$ cat config.mk
export PLATFORM = sky130hd
export DESIGN_NAME = parity_frame_unit_flat
export DESIGN_NICKNAME = d
export VERILOG_FILES = /design/src/rtl/parity_pkg.sv /design/src/rtl/parity_frame_unit_if.sv /design/src/rtl/parity_word_reduce.sv /design/src/rtl/parity_frame_unit.sv /design/src/flat_wrapper.sv
export SDC_FILE = /design/constraint.sdc
export NUM_CORES = 1
export LEC_CHECK = 0
export CAP_MARGIN = 20
export CELL_PAD_IN_SITES_DETAIL_PLACEMENT = 0
export CELL_PAD_IN_SITES_GLOBAL_PLACEMENT = 1
export CORE_MARGIN = 2
export CORE_UTILIZATION = 30
export DETAILED_ROUTE_END_ITERATION = 10
export PLACE_DENSITY_LB_ADDON = 0.1
export SYNTH_ARGS = -nofsm -noshare
export SYNTH_HDL_FRONTEND = slang
export SYNTH_SLANG_ARGS = --single-unit
$ cat constraint.sdc
create_clock -name clk -period 1.95 [get_ports clk]
set_clock_uncertainty 0.15 [all_clocks]
set_input_delay 0.4875 -clock clk [delete_from_list [all_inputs] [get_ports clk]]
set_output_delay 0.4875 -clock clk [all_outputs]
set_load 0.01 [all_outputs]
$ cat src/rtl/parity_pkg.sv
// rtl/parity_pkg.sv - state encoding and parity-mode constants shared by the frame parity unit
package parity_pkg;

   typedef enum logic {
      ST_ACCUM = 1'b0,
      ST_HOLD  = 1'b1
   } state_e;

   localparam logic PAR_EVEN = 1'b0;
   localparam logic PAR_ODD  = 1'b1;

   // Parity bit to transmit so that data ones plus this bit match the requested sense.
   function automatic logic frame_parity(input logic data_xor, input logic mode);
      return data_xor ^ mode;
   endfunction

endpackage

$ cat src/rtl/parity_frame_unit_if.sv
// rtl/parity_frame_unit_if.sv - word-in / result-out handshake bundle of the frame parity unit
interface parity_frame_unit_if #(
   parameter int DATA_W    = 8,
   parameter int MAX_WORDS = 16
);
   localparam int WORDS_W = $clog2(MAX_WORDS + 1);

   logic              in_valid;
   logic              in_ready;
   logic [DATA_W-1:0] in_data;
   logic              in_last;
   logic              in_par;

   logic               out_valid;
   logic               out_ready;
   logic               out_par;
   logic               out_err;
   logic [WORDS_W-1:0] out_words;

   modport master (
      output in_valid, in_data, in_last, in_par, out_ready,
      input  in_ready, out_valid, out_par, out_err, out_words
   );

   modport slave (
      input  in_valid, in_data, in_last, in_par, out_ready,
      output in_ready, out_valid, out_par, out_err, out_words
   );

endinterface

$ cat src/rtl/parity_word_reduce.sv
// rtl/parity_word_reduce.sv - combinational XOR reduction of one data word
module parity_word_reduce #(
   parameter int DATA_W = 8
) (
   input  logic [DATA_W-1:0] data_i,
   output logic              par_o
);

   assign par_o = ^data_i;

endmodule

$ cat src/rtl/parity_frame_unit.sv
// rtl/parity_frame_unit.sv - frame-level parity generator/checker with valid/ready in and out
// Build option: PARITY_ERR_CNT_EN adds the saturating err_cnt output.
module parity_frame_unit
   import parity_pkg::*;
#(
   parameter int DATA_W    = 8,
   parameter int MAX_WORDS = 16,
   parameter int CNT_W     = 8
) (
   input  logic             clk,
   input  logic             rst,
   input  logic             odd_mode,
`ifdef PARITY_ERR_CNT_EN
   output logic [CNT_W-1:0] err_cnt,
`endif
   parity_frame_unit_if.slave bus
);

   localparam int WORDS_W = $clog2(MAX_WORDS + 1);
   localparam logic [WORDS_W-1:0] LAST_IDX = WORDS_W'(MAX_WORDS - 1);

   state_e             state_q;
   logic               acc_q;
   logic               mode_q;
   logic               par_q;
   logic               err_q;
   logic [WORDS_W-1:0] count_q;
   logic [WORDS_W-1:0] words_q;

   logic               word_par;
   logic               accept;
   logic               handoff;
   logic               truncate;
   logic               close;
   logic               acc_d;
   logic               mode_d;
   logic               par_d;
   logic               err_d;
   logic [WORDS_W-1:0] count_d;

   parity_word_reduce #(.DATA_W(DATA_W)) u_reduce (
      .data_i (bus.in_data),
      .par_o  (word_par)
   );

   assign bus.in_ready  = (state_q == ST_ACCUM) && !rst;
   assign bus.out_valid = (state_q == ST_HOLD);
   assign bus.out_par   = par_q;
   assign bus.out_err   = err_q;
   assign bus.out_words = words_q;

   always_comb begin
      accept   = bus.in_valid && bus.in_ready;
      handoff  = bus.out_valid && bus.out_ready;
      mode_d   = (count_q == '0) ? odd_mode : mode_q;
      acc_d    = acc_q ^ word_par;
      count_d  = count_q + WORDS_W'(1);
      // A full frame without in_last is closed here and always reported as errored.
      truncate = !bus.in_last && (count_q == LAST_IDX);
      close    = accept && (bus.in_last || truncate);
      par_d    = frame_parity(acc_d, mode_d);
      err_d    = truncate || (bus.in_par != par_d);
   end

   always_ff @(posedge clk) begin
      if (rst) begin
         state_q <= ST_ACCUM;
         acc_q   <= 1'b0;
         count_q <= '0;
         mode_q  <= PAR_EVEN;
         par_q   <= 1'b0;
         err_q   <= 1'b0;
         words_q <= '0;
      end else begin
         case (state_q)
            ST_ACCUM: begin
               if (accept) begin
                  acc_q   <= acc_d;
                  count_q <= count_d;
                  mode_q  <= mode_d;
                  if (close) begin
                     state_q <= ST_HOLD;
                     par_q   <= par_d;
                     err_q   <= err_d;
                     words_q <= count_d;
                  end
               end
            end
            ST_HOLD: begin
               if (handoff) begin
                  state_q <= ST_ACCUM;
                  acc_q   <= 1'b0;
                  count_q <= '0;
               end
            end
            default: state_q <= ST_ACCUM;
         endcase
      end
   end

`ifdef PARITY_ERR_CNT_EN
   logic [CNT_W-1:0] err_cnt_q;

   always_ff @(posedge clk) begin
      if (rst) begin
         err_cnt_q <= '0;
      end else if (handoff && err_q && (err_cnt_q != {CNT_W{1'b1}})) begin
         err_cnt_q <= err_cnt_q + CNT_W'(1);
      end
   end

   assign err_cnt = err_cnt_q;
`endif

`ifndef SYNTHESIS
   hold_outputs_stable: assert property (@(posedge clk) disable iff (rst)
      (bus.out_valid && !bus.out_ready) |=>
         (bus.out_valid && $stable({bus.out_par, bus.out_err, bus.out_words})));

   no_accept_with_handoff: assert property (@(posedge clk) disable iff (rst)
      !(accept && handoff));
`endif

endmodule

$ cat src/flat_wrapper.sv
// flat-port wrapper written by rule: the top's interface ports become plain ports
module parity_frame_unit_flat import parity_pkg::*;
#(
   parameter int DATA_W    = 8,
   parameter int MAX_WORDS = 16,
   parameter int CNT_W     = 8
)
  (clk, rst, odd_mode, bus_in_valid, bus_in_data, bus_in_last, bus_in_par, bus_out_ready, bus_in_ready, bus_out_valid, bus_out_par, bus_out_err, bus_out_words);
  parity_frame_unit_if #(.DATA_W(DATA_W), .MAX_WORDS(MAX_WORDS)) bus_i ();
  input  logic clk;
  input  logic rst;
  input  logic odd_mode;
  input wire logic [$bits(bus_i.in_valid)-1:0] bus_in_valid;
  input wire logic [$bits(bus_i.in_data)-1:0] bus_in_data;
  input wire logic [$bits(bus_i.in_last)-1:0] bus_in_last;
  input wire logic [$bits(bus_i.in_par)-1:0] bus_in_par;
  input wire logic [$bits(bus_i.out_ready)-1:0] bus_out_ready;
  output wire logic [$bits(bus_i.in_ready)-1:0] bus_in_ready;
  output wire logic [$bits(bus_i.out_valid)-1:0] bus_out_valid;
  output wire logic [$bits(bus_i.out_par)-1:0] bus_out_par;
  output wire logic [$bits(bus_i.out_err)-1:0] bus_out_err;
  output wire logic [$bits(bus_i.out_words)-1:0] bus_out_words;
  assign bus_i.in_valid = bus_in_valid;
  assign bus_i.in_data = bus_in_data;
  assign bus_i.in_last = bus_in_last;
  assign bus_i.in_par = bus_in_par;
  assign bus_i.out_ready = bus_out_ready;
  assign bus_in_ready = bus_i.in_ready;
  assign bus_out_valid = bus_i.out_valid;
  assign bus_out_par = bus_i.out_par;
  assign bus_out_err = bus_i.out_err;
  assign bus_out_words = bus_i.out_words;
  parity_frame_unit #(.DATA_W(DATA_W), .MAX_WORDS(MAX_WORDS), .CNT_W(CNT_W)) u_core (.clk(clk), .rst(rst), .odd_mode(odd_mode), .bus(bus_i));
endmodule
-- After elaboration in Yosys (flattened, before gate mapping)
Cells that the tools add are included.
- register bits after elaboration: 15
- logic and storage cells: 40
- bits of input ports: 15
- output and inout bits: 9
- muxes and demuxes: 11
- equality and inequality tests: 4
- bitwise gates (word level): 3
- add/sub/neg operators: 1
- reductions and logical operators: 14
- operators with widths (operator ; count):
    $mux 5 ; 2
    $pmux 5 s2 ; 1
    $reduce_xor 8->1 ; 1
    $mux 1 ; 6
    $add 5x1->5 const B ; 1
    $eq 5x4->1 const B ; 1
    $logic_and 1x1->1 ; 5
    $logic_not 5->1 ; 1
    $pmux 1 s2 ; 2
    $reduce_and 2->1 ; 2
    $reduce_and 3->1 ; 1
    $logic_not 1->1 ; 2
    $logic_or 1x1->1 ; 2
    $ne 2x1->1 const B ; 1
    $ne 2x2->1 const B ; 1
    $xor 1x1->1 ; 2
    $ne 1x1->1 ; 1
    $not 1->1 ; 1

-- Depth between registers and ports, before layout
Gate-level depths: netlist of run 1.
- depth after elaboration: 7
- mapped depth: 8
- mapped depth without buffers: 8

-- By module
A second synthesis of run 1 with hierarchy kept.
- cell total of the unflattened synthesis: 83
- area, all modules: 772.0 um^2
- by module, submodules not included (module ; cells an instance ; sequential area each (um^2) ; instances ; area an instance (um^2)):
    parity_frame_unit ; 76 ; 300.3 ; 1 ; 710.7
    parity_word_reduce ; 7 ; 0.0 ; 1 ; 61.3

-- Worst setup path after synthesis of run 1
No wires, ideal clock.
- path type: reg-to-reg
- start: register u_core.count_q[0]
- end: register u_core.words_q[4], in the netlist u_core.bus.out_words[4]
- cell stages (with the launch flop): 8
- period minus slack after synthesis: 1.926 ns
- path buffers: 1
- slack: 0.024 ns
- library setup time: 0.086 ns
- data required time: 1.714 ns
- arrival: 1.690 ns
- cells stage by stage: dfxtp_1 > ha_1 > and3_1 > ha_1 > or2_2 > and2_1 > clkbuf_1 > a211oi_1
- word-level cells in the longest chain between the ends: 5
- elaborated cells between the ends (all ways): 6
- classes of those cells: 1 x add/sub; 1 x eq/ne; 4 x reduce/logical
- RTL lines (item ; line ; RTL):
    from (decl) ; parity_frame_unit.sv:27 ; logic [WORDS_W-1:0] count_q;
    from (signal assigned) ; parity_frame_unit.sv:79 ; count_q <= count_d;
    $eq 5x4->1 ; parity_frame_unit.sv:59 ; truncate = !bus.in_last && (count_q == LAST_IDX);
    $logic_and 1x1->1 ; parity_frame_unit.sv:59 ;
    $logic_or 1x1->1 ; parity_frame_unit.sv:60 ; close = accept && (bus.in_last || truncate);
    $logic_and 1x1->1 ; parity_frame_unit.sv:60 ;
    $reduce_and 3->1 (no source line) ; - ;
    to (signal assigned) ; parity_frame_unit.sv:85 ; words_q <= count_d;
    to (decl) ; parity_frame_unit.sv:28 ; logic [WORDS_W-1:0] words_q;
Several ways; a longest one is shown, not always the timed one.
A chain may end at the register's enable or synchronous reset.

-- Worst setup path in the final report of run 1
- start: register u_core.count_q[0]
- end: register u_core.words_q[3], in the netlist u_core.bus.out_words[3]
Same word-level chain as after synthesis.

==> results of run 1 <==
[cell families after synthesis]
family / count (synthesis)
flops: 15
buf+inv: 7
simple gates: 32
compound gates: 18
mux: 1
xor+xnor: 11
fa+ha+maj: 3
[routing by layer]
layer	global-route usage [%]	up-vias
li1	-	383
met2	20.24	16
met3	3.495	5
met4	7.317	0
met1	17.87	325
met5	0	-
[placed cells by master, fill, tap and decap left out, types with 2 or more instances in the layout]
master / synthesis / layout
clkdlybuf4s50_1: 0 / 15
a311oi_1: 2 / 2
nor2_1: 13 / 12
xnor2_1: 5 / 3
o21ai_0: 2 / 2
buf_4: 0 / 19
nor2b_1: 3 / 3
xnor2_2: 0 / 2
a211oi_1: 4 / 3
and2_4: 0 / 2
dlygate4sd2_1: 0 / 4
xor2_1: 4 / 4
dlymetal6s2s_1: 0 / 3
a21oi_1: 7 / 7
nand2_1: 5 / 4
inv_2: 0 / 2
clkbuf_4: 0 / 3
dfxtp_1: 15 / 14
[sequential cells by signal (all words and copies together), names as in the netlist]
register              cells
u_core.count_q            5
u_core.mode_q             1
u_core.bus.out_valid      1
u_core.bus.out_err        1
u_core.acc_q              1
u_core.bus.out_par        1
u_core.bus.out_words      5
[area by class of cell]
| cell class | count | area, um2 | area share [%] |
|---|---|---|---|
| clock buffers | 4 | 26.28 | 2.055 |
| repair buffers | 42 | 376.6 | 29.45 |
| inverters | 3 | 11.26 | 0.8806 |
| well taps | 30 | 37.54 | 2.935 |
| multi-input cells | 65 | 525.5 | 41.10 |
| flip-flops and latches | 15 | 301.5 | 23.58 |
[through the flow]
step / hold slack, ps / area, um2
final: 317.0 / 1279
after global routing: 345.5 / 1279
after CTS: 323.9 / 1202
after detailed placement: 307.3 / 1161
after global placement: 296.0 / 1161
after floorplan: 327.5 / 780.7
[where the power goes]
part | leakage, nW | internal, mW | total (mW) | switching (mW)
Combinational | 0.408 | 0.191 | 0.309 | 0.118
Sequential | 0.123 | 0.329 | 0.347 | 0.0175
Clock | 0.0150 | 0.0794 | 0.179 | 0.0996
[what timing repair did]
item	CTS	global route
buffers inserted	0	2
cloned	0	0
resized for setup	13	15
pin swaps	7	8
setup endpoints to repair	5	6
[path summary, 6_finish.rpt]
| path | endpoint | slack (ps) | cells after the start |
|---|---|---|---|
| hold reg to reg | u_core.bus.out_words[1]$_SDFFE_PP0P_ | 320 | 2 |
| setup / recovery | u_core.bus.out_words[3]$_SDFFE_PP0P_ | 70 | 7 |
| setup reg to reg | u_core.bus.out_words[3]$_SDFFE_PP0P_ | 70 | 7 |
| hold / removal | u_core.bus.out_words[1]$_SDFFE_PP0P_ | 320 | 2 |
[worst max-delay path: stages, from the launching register on]
cell and delay, ps:
dfxtp_2 350, ha_2 180, and3_1 180, ha_1 160, or2_2 320, and2_4 170
buf_4 140, a211oi_2 150
==> flow_metrics.tcl, run 1 <==
set metrics [dict create \
    cts_buffers 3 \
    row_count 18 \
    syn_avg_cell_area_um2 8.974 \
    netlist_instances 87 \
    root_buffer "clkbuf_4" \
    pre_cts_slack_ps -455.8 \
    final_antenna_net_count 0 \
    wl_met3_um 115 \
    outcome "completed" \
    io_pins 24 \
    slew_headroom_pct 83.00 \
    ys_warn_count 0 \
    muxShareOfSynthArea_pct 1.282 \
    setup_ws_ps 74.30 \
    clkTransAtPathRegs_ps 90 \
    yosys.area_share.adder_pct 4.808 \
    finalMaxSlewViolations 0 \
    yosysSeqAreaShare_pct 38.46 \
    cts_buffer_depth 2 \
    synth-seq-cells 15 \
    h-tree-depth 1 \
    arrival_ps 1940 \
    crit_required_ps 2010 \
    io_buffers 23 \
    ir_worst_vdd_mv 0.5035 \
    async_flop_share_pct 0 \
    grt_overflow 0 \
    min_period_ps 1876 \
    end_kind "flip-flop" \
    first_pass_iters 2 \
    dr.first_iter.drc_count 10 \
    cp-startpoint "u_core.count_q[0]$_SDFFE_PP0P_" \
    grt_pass1_vias 675 \
    min_period_over_period_pct 96.19 \
    n_fill_cell 251 \
    hold_violations 0 \
    nNetsFinal 148 \
    rsz0062_at_grt "true" \
    synth_top_area_share_pct 38.46 \
    yosys.area_share.simple_pct 20.67 \
    fmax_ghz 0.5331 \
    postCtsHoldBufs 0 \
    grt_start_max_net_pins 16 \
    grt_first_pass_wirelength_um 2891 \
    n_antenna_cell 0 \
    ys_types 30 \
    power_density_mw_per_mm2 652.8 \
    cap_violations 0 \
    reg2reg_from "u_core.count_q[0]$_SDFFE_PP0P_" \
    cp_max_fo 6 \
    synth_top_family_by_area "simple AND/OR/NAND/NOR gates" \
    final_cells 159 \
    placed_cells 153 \
    routedWlPerCell_um 11.35 \
    antenna_found_initial 0 \
    hp-start "u_core.bus.out_words[1]$_SDFFE_PP0P_" \
    wl_met2_um 789 \
    num_vias 729 \
    tritoncts "built" \
    hpwl_um 1351 \
    fin_tns_setup_ps 0 \
    start_util_pct 31.52 \
    drt-met1-wl_um 854 \
    synthFlopType "dfxtp_1" \
    globalplace.congestion 0.7931 \
    synth_compound_area_share_pct 14.74 \
    clk_latency_ps 280 \
    power.total_mw 0.8348 \
    synth.most_common_cell "dfxtp_1" \
    routed_wl_um 1804 \
    netlist.top_cell.by_area "dfxtp_1" \
    critPathLaunchType "flip-flop" \
    die-area_mm2 0.003027 \
    core_mm2 0.002477 \
    synthesis.area_um2 780.7 \
    synth_edf_count 0 \
    cts.sinks 15 \
    synth_common_cells "15 x dfxtp_1, 13 x nor2_1, 7 x a21oi_1" \
    yosys-top-cells-area "dfxtp_1 38%, nor2_1 6.3%, xnor2_1 5.6%" \
    power.leakage_nw 0.5462 \
    syn_nets 105 \
    worst-setup-path-type "reg2reg" \
    drc 0 \
    worst_pin_slew_ps 253.7 \
    drive_gt1_share_pct 31.01 \
    die_x_um 55.02 \
    setup_violations 0 \
    final_util_pct 51.62 \
    syn2layout_area_growth_pct 63.78 \
    top_layer "met4" \
    die_h_um 55.02 \
    track_usage_pct 13.60 \
    holdCritPathClass "reg2reg" \
    synth_xor_area_share_pct 16.67 \
    vias_per_cell 4.585 \
]
Power figures use the tool's default switching activity.
==> run 2, diff against run 1 <==
--- a/config.mk
+++ b/config.mk
@@ -14,4 +14,5 @@
 export PLACE_DENSITY_LB_ADDON = 0.1
 export SYNTH_ARGS = -nofsm -noshare
 export SYNTH_HDL_FRONTEND = slang
+export SYNTH_HIERARCHICAL = 1
 export SYNTH_SLANG_ARGS = --single-unit
==> run 2 against run 1 <==
Compared with the run above:
- first-iteration DRC count down 40%
- register-to-register slack better by 40 ps
- synthesized cell count down 4.6%
- worst setup slack better by 3.9 ps
- sequential cell count unchanged
- non-clock buffer count down 7
- combinational power down 16%
- via count down 5.6%
- critical endpoint is now bus_out_valid
- largest cell class unchanged
- largest power group unchanged
==> flow_metrics.tcl, run 2 <==
set metrics [dict create \
    synth.most_common_cell "nor2_1" \
    tritoncts "built" \
    cpLargestDelayFamily "buffers and inverters" \
    synth_common_cells "17 x nor2_1, 15 x dfxtp_1, 11 x xnor2_1" \
    fmax_ghz 0.5342 \
    reg2reg_from "u_core/count_q[0]$_SDFFE_PP0P_" \
    root_buffer "clkbuf_4" \
    row_count 18 \
    drc 0 \
    synth_edf_count 0 \
    end_kind "output port" \
    critPathSlowestCell "clkdlybuf4s50_1" \
    crit_required_ps 1310 \
    grt_pass1_vias 638 \
    antenna_found_initial 0 \
    n_antenna_cell 0 \
    cts_buffers 3 \
    yosys.area_share.adder_pct 4.862 \
    netlist.top_cell.by_area "dfxtp_1" \
    cp_slowest_stage_delay_ps 540 \
    grt_start_max_net_pins 17 \
    core_mm2 0.002455 \
    vias_per_cell 4.617 \
    most-common-layout-cells "16 x nor2_1, 13 x clkdlybuf4s50_1, 13 x dfxtp_1, 12 x buf_4, 7 x xnor2_1" \
    finalMaxSlewViolations 0 \
    synth_top_area_share_pct 38.90 \
    synthesis.area_um2 772.0 \
    die-area_mm2 0.002995 \
    num_vias 688 \
    ys_warn_count 6 \
    clkTransAtPathRegs_ps 100 \
    r2r_slack_ps 110 \
    min_period_over_period_pct 95.99 \
    fin_tns_setup_ps 0 \
    cp-startpoint "u_core/bus.out_valid$_SDFF_PP0_" \
    rsz0062_at_grt "true" \
    outcome "completed" \
    die_h_um 54.73 \
    critPathBufInv 1 \
    async_flop_share_pct 0 \
    holdCritPathClass "reg2reg" \
    worst_pin_slew_ps 324.6 \
    netlist_instances 83 \
    power.total_mw 0.7860 \
    routed_wl_um 1697 \
    hold_violations 0 \
    track_usage_pct 13.47 \
    routedWlPerCell_um 11.39 \
    start_util_pct 31.45 \
    yosys.area_share.simple_pct 17.34 \
    syn_avg_cell_area_um2 9.301 \
    postCtsHoldBufs 0 \
    ys_types 22 \
    setup_violations 0 \
    ir_worst_vdd_mv 0.3614 \
    synth_xor_area_share_pct 14.75 \
    synth-seq-cells 15 \
    grt_first_pass_wirelength_um 2766 \
    clk_latency_ps 290 \
    hpwl_um 1335 \
    grt_overflow 0 \
    critPathLaunchType "flip-flop" \
    seqCellArea_um2 305.3 \
    globalplace.congestion 0.7736 \
    synth_compound_area_share_pct 15.07 \
    drive_gt1_share_pct 25.21 \
    muxShareOfSynthArea_pct 5.673 \
    die_x_um 54.73 \
    synthFlopType "dfxtp_1" \
    arrival_ps 1230 \
    crit_chain "clkdlybuf4s50_1" \
    cts_buffer_depth 2 \
    cts.sinks 15 \
    synth_top_family_by_area "simple AND/OR/NAND/NOR gates" \
    slew_headroom_pct 78.31 \
    mostFrequentLayoutCell "nor2_1" \
    multi_input_area_um2 478.0 \
    h-tree-depth 1 \
    power_density_mw_per_mm2 671.2 \
    syn2layout_area_growth_pct 51.70 \
    nNetsFinal 138 \
    cap_violations 0 \
    power.leakage_nw 0.4727 \
    min_period_ps 1872 \
    syn_nets 101 \
    n_fill_cell 251 \
    yosys-top-cells-area "dfxtp_1 39%, xnor2_1 12%, nor2_1 8.3%" \
    worst-setup-path-type "reg2out" \
    hp-start "u_core/bus.out_par$_SDFFE_PP0P_" \
    dr.first_iter.drc_count 6 \
    io_pins 24 \
    final_antenna_net_count 0 \
    io_buffers 23 \
    first_pass_iters 4 \
    cp_max_fo 8 \
    yosysSeqAreaShare_pct 38.90 \
]
-- run 2: power by group --
| group | leakage, nW | internal, mW | switching (mW) |
|---|---|---|---|
| clock | 0.0177 | 0.0763 | 0.110 |
| sequential | 0.123 | 0.323 | 0.0156 |
| combinational | 0.332 | 0.155 | 0.106 |
| total | 0.473 | 0.555 | 0.231 |
-- run 2: through the flow --
step	worst slack [ps]	hold WS, ps	instance area [um2]	util, %	cells
after CTS	3.093	359.5	1137	46.33	149
after global placement	-493.9	330.5	1119	45.57	145
after global routing	-21.35	382.6	1171	47.71	149
final	78.17	351.8	1171	47.71	149
after floorplan	9.209	320.4	772.0	-	83
after detailed placement	-528.6	333.2	1119	45.57	145
-- run 2: cell families after synthesis --
family	Yosys count
AND/OR/NAND/NOR	24
AO/OA/AOI/OAI	17
flip-flops	15
XOR/XNOR	13
buffers and inverters	7
multiplexers	4
adder cells (fa/ha/maj)	3
-- run 2: worst paths after layout --
check / to / depth (start not counted)
hold / removal: u_core/bus.out_par$_SDFFE_PP0P_ / 2
setup reg to reg: u_core/bus.out_err$_SDFFE_PP0P_ / 6
hold reg to reg: u_core/bus.out_par$_SDFFE_PP0P_ / 2
setup / recovery: bus_out_valid / 1
-- run 2: tightest hold or removal path, cell delays in order, from the launching register on --
cell and delay, ps:
dfxtp_1 320, nor2_1 90, a211oi_1 50
-- run 2: cell type report --
type                       instances  share of cell area, %
timing repair buffer              35                  26.28
inverter                           4                  1.282
clock inverter                     1                 0.4274
sequential                        15                  26.07
multi-input combinational         61                  40.81
tap                               30                  3.205
clock buffer                       3                  1.923
-- run 2: metal layers --
| metal | vias up | global-route usage (%) | part of all wire [%] |
|---|---|---|---|
| met2 | 19 | 20.63 | 45 |
| met1 | 308 | 16.78 | 47 |
| met3 | 2 | 3.825 | 7.0 |
| met5 | - | 0 | 0 |
| li1 | 359 | - | - |
| met4 | 0 | 7.500 | 0.88 |
-- run 2: what timing repair did --
action / CTS / global route
resized for setup: 13 / 15
pin swaps: 11 / 11
cloned: 0 / 0
setup buffers: 0 / 0
endpoints found under the setup margin: 4 / 7
